## src/rtl/addr_decoder_multi_pkg.sv

```systemverilog
// Shared types and defaults for the serial address decoder: FSM states, the
// default three-target map, and helpers for select-index width and one-hot decode.
package addr_decoder_pkg;

    typedef enum logic [1:0] {
        ST_ADDR    = 2'd0,
        ST_DECODE  = 2'd1,
        ST_HOLD    = 2'd2,
        ST_RELEASE = 2'd3
    } state_t;

    localparam int DEF_ADDR_W      = 16;
    localparam int DEF_NUM_TARGETS = 3;
    localparam logic [DEF_NUM_TARGETS*DEF_ADDR_W-1:0] DEF_TGT_BASE = {16'h8000, 16'h4000, 16'h0000};
    localparam logic [DEF_NUM_TARGETS*DEF_ADDR_W-1:0] DEF_TGT_MASK = {16'hF000, 16'hC000, 16'hF800};

    localparam int MAX_TARGETS = 32;

    function automatic int sel_width(input int num_targets);
        return (num_targets > 1) ? $clog2(num_targets) : 1;
    endfunction

    function automatic int unsigned onehot_to_idx(input logic [MAX_TARGETS-1:0] onehot);
        int unsigned idx;
        idx = 0;
        for (int i = 0; i < MAX_TARGETS; i++) begin
            if (onehot[i]) idx = idx | i;
        end
        return idx;
    endfunction

endpackage

```

## src/rtl/addr_decoder_multi_if.sv

```systemverilog
// Serial bus inputs and target-select outputs of the address decoder.
// The master side drives the serial bus; the decoder uses the slave modport.
interface addr_decoder_multi_if #(
    parameter int NUM_TARGETS = 3,
    parameter int SEL_W       = addr_decoder_pkg::sel_width(NUM_TARGETS)
);
    logic                   bus_data_in;
    logic                   bus_data_in_valid;
    logic                   bus_mode;
    logic [NUM_TARGETS-1:0] tgt_valid;
    logic [SEL_W-1:0]       sel;
    logic                   decode_err;
    logic                   busy;

    modport master (
        output bus_data_in, bus_data_in_valid, bus_mode,
        input  tgt_valid, sel, decode_err, busy
    );

    modport slave (
        input  bus_data_in, bus_data_in_valid, bus_mode,
        output tgt_valid, sel, decode_err, busy
    );
endinterface

```

## src/rtl/addr_decoder_multi_match.sv

```systemverilog
// Combinational base/mask address compare against the target table; the
// lowest-index hit wins when windows overlap.
module addr_map_match
    import addr_decoder_pkg::*;
#(
    parameter int ADDR_W      = DEF_ADDR_W,
    parameter int NUM_TARGETS = DEF_NUM_TARGETS,
    parameter int SEL_W       = sel_width(NUM_TARGETS),
    parameter logic [NUM_TARGETS*ADDR_W-1:0] TGT_BASE = DEF_TGT_BASE,
    parameter logic [NUM_TARGETS*ADDR_W-1:0] TGT_MASK = DEF_TGT_MASK
) (
    input  logic [ADDR_W-1:0] addr,
    output logic              hit,
    output logic [SEL_W-1:0]  idx
);
    logic [NUM_TARGETS-1:0] hit_vec;
    logic [NUM_TARGETS-1:0] win_onehot;
    logic [MAX_TARGETS-1:0] win_ext;

    generate
        for (genvar gi = 0; gi < NUM_TARGETS; gi++) begin : g_cmp
            assign hit_vec[gi] = ((addr ^ TGT_BASE[gi*ADDR_W +: ADDR_W])
                                  & TGT_MASK[gi*ADDR_W +: ADDR_W]) == '0;
        end
    endgenerate

    // Two's-complement trick isolates the lowest set bit.
    assign win_onehot = hit_vec & (~hit_vec + NUM_TARGETS'(1));
    assign win_ext    = MAX_TARGETS'(win_onehot);
    assign hit        = |hit_vec;
    assign idx        = SEL_W'(onehot_to_idx(win_ext));
endmodule

```

## src/rtl/addr_decoder_multi.sv

```systemverilog
// Serial-bus address decoder: shifts in an LSB-first address, matches it against
// the target map, and holds one target select for a fixed-length data phase.
module addr_decoder_multi
    import addr_decoder_pkg::*;
#(
    parameter int ADDR_W      = DEF_ADDR_W,
    parameter int NUM_TARGETS = DEF_NUM_TARGETS,
    parameter int DATA_BITS   = 8,
    parameter int BURST_WORDS = 1,
    parameter logic [NUM_TARGETS*ADDR_W-1:0] TGT_BASE = DEF_TGT_BASE,
    parameter logic [NUM_TARGETS*ADDR_W-1:0] TGT_MASK = DEF_TGT_MASK
) (
    input  logic               clk,
    input  logic               rst_n,
    addr_decoder_multi_if.slave bus
);
    localparam int SEL_W      = sel_width(NUM_TARGETS);
    localparam int TOTAL_BITS = DATA_BITS * BURST_WORDS;
    localparam int ACNT_W     = $clog2(ADDR_W);
    localparam int DCNT_W     = $clog2(TOTAL_BITS + 1);

    state_t                 state_reg, state_next;
    logic [ADDR_W-2:0]      shift_reg, shift_next;
    logic [ACNT_W-1:0]      addr_cnt_reg, addr_cnt_next;
    logic [DCNT_W-1:0]      data_cnt_reg, data_cnt_next;
    logic                   hit_reg, hit_next;
    logic [SEL_W-1:0]       win_reg, win_next;
    logic [NUM_TARGETS-1:0] tgt_valid_reg, tgt_valid_next;
    logic [SEL_W-1:0]       sel_reg, sel_next;
    logic                   decode_err_reg, decode_err_next;

    logic [ADDR_W-1:0] addr_full;
    logic              match_hit;
    logic [SEL_W-1:0]  match_idx;
    logic              addr_bit;
    logic              data_bit;

    // The newest bit arrives live, so only ADDR_W-1 earlier bits need storing.
    assign addr_full = {bus.bus_data_in, shift_reg};
    assign addr_bit  = bus.bus_data_in_valid & ~bus.bus_mode;
    assign data_bit  = bus.bus_data_in_valid &  bus.bus_mode;

    addr_map_match #(
        .ADDR_W      (ADDR_W),
        .NUM_TARGETS (NUM_TARGETS),
        .SEL_W       (SEL_W),
        .TGT_BASE    (TGT_BASE),
        .TGT_MASK    (TGT_MASK)
    ) u_match (
        .addr (addr_full),
        .hit  (match_hit),
        .idx  (match_idx)
    );

    always_ff @(posedge clk or negedge rst_n) begin
        if (!rst_n) begin
            state_reg      <= ST_ADDR;
            shift_reg      <= '0;
            addr_cnt_reg   <= '0;
            data_cnt_reg   <= '0;
            hit_reg        <= 1'b0;
            win_reg        <= '0;
            tgt_valid_reg  <= '0;
            sel_reg        <= '0;
            decode_err_reg <= 1'b0;
        end else begin
            state_reg      <= state_next;
            shift_reg      <= shift_next;
            addr_cnt_reg   <= addr_cnt_next;
            data_cnt_reg   <= data_cnt_next;
            hit_reg        <= hit_next;
            win_reg        <= win_next;
            tgt_valid_reg  <= tgt_valid_next;
            sel_reg        <= sel_next;
            decode_err_reg <= decode_err_next;
        end
    end

    always_comb begin
        state_next      = state_reg;
        shift_next      = shift_reg;
        addr_cnt_next   = addr_cnt_reg;
        data_cnt_next   = data_cnt_reg;
        hit_next        = hit_reg;
        win_next        = win_reg;
        tgt_valid_next  = tgt_valid_reg;
        sel_next        = sel_reg;
        decode_err_next = 1'b0;

        case (state_reg)
            ST_ADDR: begin
                if (addr_bit) begin
                    shift_next = addr_full[ADDR_W-1:1];
                    if (addr_cnt_reg == ACNT_W'(ADDR_W - 1)) begin
                        addr_cnt_next = '0;
                        hit_next      = match_hit;
                        win_next      = match_idx;
                        state_next    = ST_DECODE;
                    end else begin
                        addr_cnt_next = addr_cnt_reg + ACNT_W'(1);
                    end
                end
            end
            ST_DECODE: begin
                if (hit_reg) begin
                    tgt_valid_next = NUM_TARGETS'(1) << win_reg;
                    sel_next       = win_reg;
                    state_next     = ST_HOLD;
                end else begin
                    decode_err_next = 1'b1;
                    state_next      = ST_ADDR;
                end
            end
            ST_HOLD: begin
                if (addr_bit) begin
                    // A new address bit aborts the data phase and starts the next address.
                    tgt_valid_next = '0;
                    sel_next       = '0;
                    data_cnt_next  = '0;
                    shift_next     = addr_full[ADDR_W-1:1];
                    addr_cnt_next  = ACNT_W'(1);
                    state_next     = ST_ADDR;
                end else if (data_bit) begin
                    if (data_cnt_reg == DCNT_W'(TOTAL_BITS - 1)) begin
                        data_cnt_next = '0;
                        state_next    = ST_RELEASE;
                    end else begin
                        data_cnt_next = data_cnt_reg + DCNT_W'(1);
                    end
                end
            end
            ST_RELEASE: begin
                tgt_valid_next = '0;
                sel_next       = '0;
                state_next     = ST_ADDR;
            end
            default: state_next = ST_ADDR;
        endcase
    end

    assign bus.tgt_valid  = tgt_valid_reg;
    assign bus.sel        = sel_reg;
    assign bus.decode_err = decode_err_reg;
    assign bus.busy       = (state_reg != ST_ADDR);
endmodule
```

## src/flat_wrapper.sv

```systemverilog
// flat-port wrapper written by rule: the top's interface ports become plain ports
module addr_decoder_multi_flat import addr_decoder_pkg::*;
#(
    parameter int ADDR_W      = DEF_ADDR_W,
    parameter int NUM_TARGETS = DEF_NUM_TARGETS,
    parameter int DATA_BITS   = 8,
    parameter int BURST_WORDS = 1,
    parameter logic [NUM_TARGETS*ADDR_W-1:0] TGT_BASE = DEF_TGT_BASE,
    parameter logic [NUM_TARGETS*ADDR_W-1:0] TGT_MASK = DEF_TGT_MASK
)
  (clk, rst_n, bus_bus_data_in, bus_bus_data_in_valid, bus_bus_mode, bus_tgt_valid, bus_sel, bus_decode_err, bus_busy);
  addr_decoder_multi_if #(.NUM_TARGETS(NUM_TARGETS)) bus_i ();
  input  logic clk;
  input  logic rst_n;
  input wire logic [$bits(bus_i.bus_data_in)-1:0] bus_bus_data_in;
  input wire logic [$bits(bus_i.bus_data_in_valid)-1:0] bus_bus_data_in_valid;
  input wire logic [$bits(bus_i.bus_mode)-1:0] bus_bus_mode;
  output wire logic [$bits(bus_i.tgt_valid)-1:0] bus_tgt_valid;
  output wire logic [$bits(bus_i.sel)-1:0] bus_sel;
  output wire logic [$bits(bus_i.decode_err)-1:0] bus_decode_err;
  output wire logic [$bits(bus_i.busy)-1:0] bus_busy;
  assign bus_i.bus_data_in = bus_bus_data_in;
  assign bus_i.bus_data_in_valid = bus_bus_data_in_valid;
  assign bus_i.bus_mode = bus_bus_mode;
  assign bus_tgt_valid = bus_i.tgt_valid;
  assign bus_sel = bus_i.sel;
  assign bus_decode_err = bus_i.decode_err;
  assign bus_busy = bus_i.busy;
  addr_decoder_multi #(.ADDR_W(ADDR_W), .NUM_TARGETS(NUM_TARGETS), .DATA_BITS(DATA_BITS), .BURST_WORDS(BURST_WORDS), .TGT_BASE(TGT_BASE), .TGT_MASK(TGT_MASK)) u_core (.clk(clk), .rst_n(rst_n), .bus(bus_i));
endmodule
```

## config.mk

```make
export PLATFORM = sky130hd
export DESIGN_NAME = addr_decoder_multi_flat
export DESIGN_NICKNAME = d
export VERILOG_FILES = /design/src/rtl/addr_decoder_multi_pkg.sv /design/src/rtl/addr_decoder_multi_if.sv /design/src/rtl/addr_decoder_multi_match.sv /design/src/rtl/addr_decoder_multi.sv /design/src/flat_wrapper.sv
export SDC_FILE = /design/constraint.sdc
export NUM_CORES = 1
export LEC_CHECK = 0
export ABC_AREA = 1
export CORE_AREA = 2 2 58 60
export CTS_CLUSTER_SIZE = 20
export DETAILED_ROUTE_END_ITERATION = 16
export DIE_AREA = 0 0 60 62
export REMOVE_ABC_BUFFERS = 1
export SETUP_SLACK_MARGIN = 0.1
export SLEW_MARGIN = 20
export SYNTH_ARGS = -nofsm -noshare
export SYNTH_HDL_FRONTEND = slang
export SYNTH_SLANG_ARGS = --single-unit
```

## constraint.sdc

```tcl
create_clock -name clk -period 1.3 [get_ports clk]
set_clock_uncertainty 0.15 [all_clocks]
set_input_delay 0.195 -clock clk [delete_from_list [all_inputs] [get_ports clk]]
set_output_delay 0.195 -clock clk [all_outputs]
set_load 0.02 [all_outputs]
```

==> impl_results.rst, run 1 <==
.. list-table::
   :header-rows: 1

   * - Metric
     - Value
   * - Fillers
     - between 200 and 300
   * - Period minus WS final
     - ~1500 ps
   * - Maximum cell stage delay along the critical path
     - between 400 and 500 ps
   * - Cells along the critical path
     - nor2_2 > clkinv_2 > buf_6
   * - Fmax
     - 671 MHz
   * - Slowest cell on crit path
     - sky130_fd_sc_hd__dfrtp_1
   * - Clock network latency to the later pin of the worst-skew pair
     - roughly 320 ps
   * - Design area
     - around 1800 sq um
   * - Mean cell area of the mapped netlist
     - 8.58 sq um
   * - Area taken by multi-input logic gates
     - ~640 sq um
   * - ANT cells
     - 0
   * - Max H-tree Level
     - 1
   * - Gr usage total
     - about 16%
   * - Post-synthesis sequential area ratio
     - approximately half
   * - Final hold viol count
     - 0
   * - Quantity of I/O buffers inserted on ports
     - 11
   * - Total of endpoints with negative setup slack in the final report
     - 12
   * - Transition time at the pin with the least slew margin
     - 245 ps
   * - Maximum fanout along the worst path
     - 2
   * - DR iter-0 viols
     - 24
   * - Post-route worst hold slack
     - about 47 ps
   * - Initial standard-cell utilization of the core
     - 36.7%
   * - Distinct cell type count of the synthesized netlist
     - 21
   * - Layout cells sized above 1
     - between 40% and 50%
   * - Final Instance Count excl. Fillers
     - 227
   * - Arrival time worst endpoint
     - 1150 ps
   * - Endpoint class of the critical path
     - output pin
   * - Power density cells
     - between 1500 and 2000 nW/um^2
   * - WS Path Type
     - register to output pin
   * - Row count
     - 21
   * - Maximum vdd drop
     - just over 0.8 mV
   * - Max-slew violation count
     - 0
   * - Clock sink total
     - 23
   * - Number of global-route vias before repair
     - approximately 1000
   * - Minimum setup slack in the final design
     - -191 ps
   * - Sequential Area
     - around 580 sq um
   * - Number of synthesis warnings
     - 0
   * - Die width
     - ~60 um
   * - CTS max path bufs
     - 2
   * - Violated checks
     - negative setup slack
   * - Remaining global-route overflow
     - 0
   * - Height of the die
     - roughly 62 um
   * - Initial antenna violation count
     - 0
   * - CTS Buf Count
     - 3
   * - Cell area reported after detailed placement
     - roughly 1500 sq um
   * - Clock-pin slew of the registers on the worst-case setup and hold paths
     - ~130 ps
   * - Max-capacitance violation count
     - 0
   * - Result of the run
     - finished with violations
   * - Post-DRT Antenna Nets
     - 0
   * - Number of vias after detailed routing
     - roughly 1100
   * - Total DRC errors in the routed layout
     - 0
   * - Syn Std Cell Area
     - roughly 1200 sq um
   * - Overall Power
     - 2.82 mW
   * - Startpoint class of the critical path
     - register
   * - Synth-to-Final Area Change
     - 54.1%
   * - Share of the clock period used by the worst path
     - 115%
   * - Number of vias per cell after detailed routing
     - between 4 and 5
   * - Setup repair after global routing missed its margin
     - yes
   * - Static Leak
     - between 0.8 and 0.9 nW
   * - Clock tree from TritonCTS
     - built
   * - Total number of nets in the final design
     - around 190
   * - Maximum number of pins on one net before global-route repair
     - 24
   * - Critical Path RT
     - about 950 ps
   * - Post-detailed-route wirelength per cell
     - ~12 um
   * - Clock tree root buffer cell
     - sky130_fd_sc_hd__clkbuf_4
   * - Die area
     - between 3000 and 4000 sq um
   * - First-pass GRT wire length
     - 4350 um
   * - Max-Slew Margin vs Limit
     - between 80 and 90%
   * - Final weighted congestion in routability-driven placement
     - about 0.83
   * - Hold Crit Class
     - input port to async pin
   * - Wirelength, routed
     - roughly 2700 um
   * - Core occupancy in the finished layout
     - 56.6%
   * - Pre-Repair DR Iteration Count
     - 4
   * - Core region area
     - 3180 sq um
   * - HPWL after DPL
     - between 1500 and 2000 um
   * - Cell count after placement
     - ~210
   * - Cells after synthesis
     - around 140
   * - Top-level I/O count
     - 12
   * - Seq cells post-synth
     - 23
==> worst max-delay path: cells and delay by family (launching register included) <==
kind / cells / cell delay [ps]
DFF: 1 / 420
buffers and inverters: 2 / 240
and+or+nand+nor: 1 / 160
==> cell type report <==
cell class,count,share of cell area (%)
clock inverters,1,0.278
flip-flops and latches,23,32.0
multi-input cells,94,35.4
clock buffers,3,1.25
repair buffers,40,22.5
well taps,46,3.20
inverters,20,5.42
==> synth_stat cells <==
cell                       instances  area share (%)
sky130_fd_sc_hd__nand3_1          10             4.3
sky130_fd_sc_hd__ha_1              2             2.1
sky130_fd_sc_hd__nand2_1          34              11
sky130_fd_sc_hd__dfrtp_1          23              49
sky130_fd_sc_hd__a21oi_1           3             1.3
sky130_fd_sc_hd__nand4_1           5             2.7
sky130_fd_sc_hd__clkinv_2          2            0.86
sky130_fd_sc_hd__nand3b_1          1            0.64
sky130_fd_sc_hd__nand3_4           2             3.0
sky130_fd_sc_hd__o31ai_1           1            0.64
sky130_fd_sc_hd__nand2_2           4             2.1
sky130_fd_sc_hd__nand2_4           2             1.9
sky130_fd_sc_hd__o21ai_1          11             4.7
sky130_fd_sc_hd__inv_1            15             4.8
sky130_fd_sc_hd__o21ai_0           3             1.3
sky130_fd_sc_hd__nor2_4            3             2.9
sky130_fd_sc_hd__inv_2             3            0.96
sky130_fd_sc_hd__nor2_2            3             1.6
sky130_fd_sc_hd__o21ai_2           1            0.75
sky130_fd_sc_hd__nor2_1            7             2.3
sky130_fd_sc_hd__nand3_2           1            0.86
==> per-layer routing <==
metal / vias to the layer above / wire [um] / share of wire (%) / global-route usage [%]
met5: - / 0 / 0 / 0
met4: 0 / 63 / 2.3 / 8.25
met3: 6 / 41 / 1.5 / 2.48
met2: 13 / 1470 / 54 / 27.0
met1: 507 / 1170 / 43 / 19.2
li1: 533 / - / - / -
==> logic make-up (layout without fill, tap and decap cells) <==
| kind of cell | after synthesis | count (layout) | synth area share (%) |
|---|---|---|---|
| adder cells (fa/ha/maj) | 2 | 2 | 2.14 |
| flip-flops | 23 | 23 | 49.3 |
| AO/OA/AOI/OAI | 19 | 19 | 8.68 |
| AND/OR/NAND/NOR | 72 | 73 | 33.2 |
| buffers and inverters | 20 | 64 | 6.64 |
==> path summary, 6_finish.rpt <==
| path | from | endpoint | slack, ps | cells past startpoint |
|---|---|---|---|---|
| min | rst_n | u_core.data_cnt_reg[2] | 50 | 2 |
| min in group clk | u_core.bus.sel[0] | u_core.bus.sel[0] | 360 | 2 |
| max | u_core.state_reg[1] | bus_busy | -190 | 3 |
| max reg2reg | u_core.state_reg[1] | u_core.data_cnt_reg[2] | -170 | 9 |
| max in group asynchronous | rst_n | u_core.bus.decode_err | 800 | 2 |
| min reg2reg | u_core.bus.sel[0] | u_core.bus.sel[0] | 360 | 2 |
==> layout by cell type, fill, tap and decap left out <==
cell type / count
sky130_fd_sc_hd__inv_8: 1
sky130_fd_sc_hd__clkbuf_4: 3
sky130_fd_sc_hd__nor2_1: 7
sky130_fd_sc_hd__nand4_1: 5
sky130_fd_sc_hd__inv_2: 2
sky130_fd_sc_hd__nand2_4: 3
sky130_fd_sc_hd__nor2_4: 4
sky130_fd_sc_hd__nand3b_1: 1
sky130_fd_sc_hd__buf_12: 3
sky130_fd_sc_hd__clkinv_2: 3
sky130_fd_sc_hd__ha_4: 1
sky130_fd_sc_hd__nor2_2: 3
sky130_fd_sc_hd__ha_1: 1
sky130_fd_sc_hd__buf_4: 18
sky130_fd_sc_hd__buf_6: 15
sky130_fd_sc_hd__nand3_2: 3
sky130_fd_sc_hd__nand2_8: 1
sky130_fd_sc_hd__nand3_1: 6
sky130_fd_sc_hd__o21ai_1: 8
sky130_fd_sc_hd__o21ai_0: 2
sky130_fd_sc_hd__a21oi_2: 2
sky130_fd_sc_hd__nand2_1: 27
sky130_fd_sc_hd__a21oi_1: 1
sky130_fd_sc_hd__clkdlybuf4s50_1: 4
sky130_fd_sc_hd__o31ai_2: 1
sky130_fd_sc_hd__clkinv_8: 1
sky130_fd_sc_hd__nand3_4: 4
sky130_fd_sc_hd__dfrtp_1: 23
sky130_fd_sc_hd__inv_1: 14
sky130_fd_sc_hd__o21ai_2: 5
sky130_fd_sc_hd__nand2_2: 9
==> per-stage QoR <==
stage | setup TNS [ps] | worst slack, ps
after detailed placement | -3620 | -235
after CTS | -1110 | -174
after global routing | -2270 | -221
final | -1430 | -191
after floorplan | -112 | -36.4
after global placement | -3440 | -216
==> power by group <==
group	switching, mW	total, mW	internal [mW]
sequential	0.174	1.08	0.906
clock	0.229	0.345	0.115
combinational	0.692	1.40	0.703
==> timing repair <==
| item | in CTS | in global routing |
|---|---|---|
| gates cloned | 1 | 0 |
| buffers inserted | 10 | 4 |
| gates resized for setup | 62 | 24 |
| hold buffers | 0 | 0 |
| pin swaps | 14 | 22 |
| endpoints found under the setup margin | 23 | 30 |
Note: power is estimated with default switching activity, not from simulation.
==> run 2: changes to the inputs <==
GPL_ROUTABILITY_DRIVEN = 0   (was unset)
RECOVER_POWER = 50   (was unset)
==> run 2 against run 1 <==
The run still ends with negative setup slack left. Maximum frequency increased by 0.40%. Register-to-register slack hardly changed. Clock power is essentially flat. Final cell count did not move. Wire length shrank 0.18%. Global-route usage is the same. Critical endpoint unchanged.
==> impl_results.rst, run 2 (synthesis results as in run 1) <==
.. list-table::
   :header-rows: 1

   * - Metric
     - Value
   * - Die area
     - between 3000 and 4000 sq um
   * - Static Leak
     - a little under 0.9 nW
   * - Maximum vdd drop
     - ~0.83 mV
   * - Setup repair after global routing missed its margin
     - yes
   * - Wirelength, routed
     - roughly 2700 um
   * - Maximum fanout along the worst path
     - 2
   * - Synth-to-Final Area Change
     - 52.8%
   * - Most frequent cells in the layout
     - 27 x sky130_fd_sc_hd__nand2_1, 23 x sky130_fd_sc_hd__dfrtp_1, 18 x sky130_fd_sc_hd__buf_4
   * - Pre-Repair DR Iteration Count
     - 4
   * - Share of the clock period used by the worst path
     - 114%
   * - DR iter-0 viols
     - 18
   * - Result of the run
     - finished with violations
   * - CTS max path bufs
     - 2
   * - Die width
     - about 60 um
   * - Quantity of I/O buffers inserted on ports
     - 11
   * - Row count
     - 21
   * - Post-detailed-route wirelength per cell
     - around 12 um
   * - CTS Buf Count
     - 3
   * - Fillers
     - 290
   * - Period minus WS final
     - 1490 ps
   * - Endpoint class of the critical path
     - output pin
   * - Top-level I/O count
     - 12
   * - Height of the die
     - 62 um
   * - Total of endpoints with negative setup slack in the final report
     - 12
   * - Initial antenna violation count
     - 0
   * - Cts hold-fix bufs
     - 0
   * - Clock tree root buffer cell
     - sky130_fd_sc_hd__clkbuf_4
   * - WS Path Type
     - register to output pin
   * - Core region area
     - between 3000 and 4000 sq um
   * - Transition time at the pin with the least slew margin
     - 603 ps
   * - Final sum of negative setup slack
     - -1430 ps
   * - Hold Crit Class
     - input port to async pin
   * - Clock network latency to the later pin of the worst-skew pair
     - approximately 320 ps
   * - Arrival time worst endpoint
     - ~1100 ps
   * - Most common cell after layout, fill and taps aside
     - sky130_fd_sc_hd__nand2_1
   * - Number of global-route vias before repair
     - 1034
   * - Number of vias per cell after detailed routing
     - ~4.6
   * - Total DRC errors in the routed layout
     - 0
   * - Fmax
     - between 600 and 700 MHz
   * - Violated checks
     - negative setup slack
   * - Remaining global-route overflow
     - 0
   * - Post-DRT Antenna Nets
     - 0
   * - Power density cells
     - about 1600 nW/um^2
   * - First-pass GRT wire length
     - roughly 4300 um
   * - HPWL after DPL
     - approximately 1700 um
   * - Critical Path RT
     - about 950 ps
   * - Maximum number of pins on one net before global-route repair
     - 24
   * - Clock sink total
     - 23
   * - Max-slew violation count
     - 0
   * - Startpoint class of the critical path
     - register
   * - Max H-tree Level
     - 1
   * - Total number of nets in the final design
     - approximately 190
   * - Core occupancy in the finished layout
     - between 50% and 60%
   * - Max-capacitance violation count
     - 0
   * - Number of vias after detailed routing
     - around 1000
   * - Clock-pin slew of the registers on the worst-case setup and hold paths
     - 130 ps
   * - Max-Slew Margin vs Limit
     - roughly 60%
   * - Final hold viol count
     - 0
   * - Layout cells sized above 1
     - roughly 45%
   * - Gr usage total
     - about 16%
   * - ANT cells
     - 0
   * - Clock tree from TritonCTS
     - built
   * - Minimum setup slack in the final design
     - -186 ps
   * - Initial standard-cell utilization of the core
     - approximately 37%
[run 2: cell types whose count changed in the layout (fill, tap and decap cells not counted), sizes merged]
cell	change
clkdlybuf4s50	-1
buf	-1
clkbuf	+1
dlygate4sd3	+1
[run 2: layout make-up]
type                    instances  area [sq um]  area share [%]
multi-input cells              94           637            35.7
flip-flops and latches         23           576            32.3
repair buffers                 40           389            21.8
inverters                      20          97.6            5.47
well taps                      46          57.6            3.23
clock buffers                   3          22.5            1.26
clock inverters                 1          5.00           0.281
[run 2: what timing repair did]
| action | in CTS | in global routing |
|---|---|---|
| gates resized for setup | 62 | 24 |
| buffers inserted | 10 | 4 |
| endpoints found under the setup margin | 23 | 30 |
| gates cloned | 1 | 0 |
| pin swaps | 14 | 22 |
[run 2: critical path: stages (launching register included)]
cell and delay (ps):
sky130_fd_sc_hd__dfrtp_1 420, sky130_fd_sc_hd__nor2_2 160, sky130_fd_sc_hd__clkinv_2 100, sky130_fd_sc_hd__buf_6 140
[run 2: power by group]
group	leakage [nW]	switching (mW)	internal (mW)	total, mW
logic	0.552	0.691	0.698	1.39
clock network	0.0177	0.229	0.115	0.345
registers	0.304	0.175	0.906	1.08
[run 2: per-stage QoR]
stage	worst slack (ps)	cell area, sq um	instances	power (mW)	hold slack, ps
floorplan	-36.4	1170	136	1.62	-251
global placement	-216	1470	209	2.01	308
detailed placement	-235	1470	209	2.04	311
CTS	-174	1670	224	2.67	44.9
global route	-221	1780	227	3.02	283
finish	-186	1780	227	2.81	237
[run 2: per-layer routing]
metal	global-route usage, %	vias up	share of wire [%]
li1	-	533	-
met2	27.0	9	52
met5	0	-	0
met1	19.2	501	44
met4	8.25	0	2.3
met3	2.48	6	1.3
[run 2: worst paths after layout]
| path | start | to | slack, ps | cells after the start |
|---|---|---|---|---|
| setup / recovery | u_core.state_reg[1] | bus_busy | -190 | 3 |
| hold reg to reg | u_core.bus.sel[0] | u_core.bus.sel[0] | 360 | 2 |
| min in group clk | u_core.bus.sel[0] | u_core.bus.sel[0] | 360 | 2 |
| setup reg to reg | u_core.state_reg[1] | u_core.data_cnt_reg[2] | -170 | 9 |
| max in group asynchronous | rst_n | u_core.win_reg[0] | 360 | 2 |
| hold / removal | rst_n | u_core.data_cnt_reg[2] | 240 | 2 |
==> run 3: changes to the inputs <==
ABC_CLOCK_PERIOD_IN_PS = 1300   (was unset)
==> results of run 3 <==
Same layout as run 2: the final DEF is identical, and so are final timing and power.
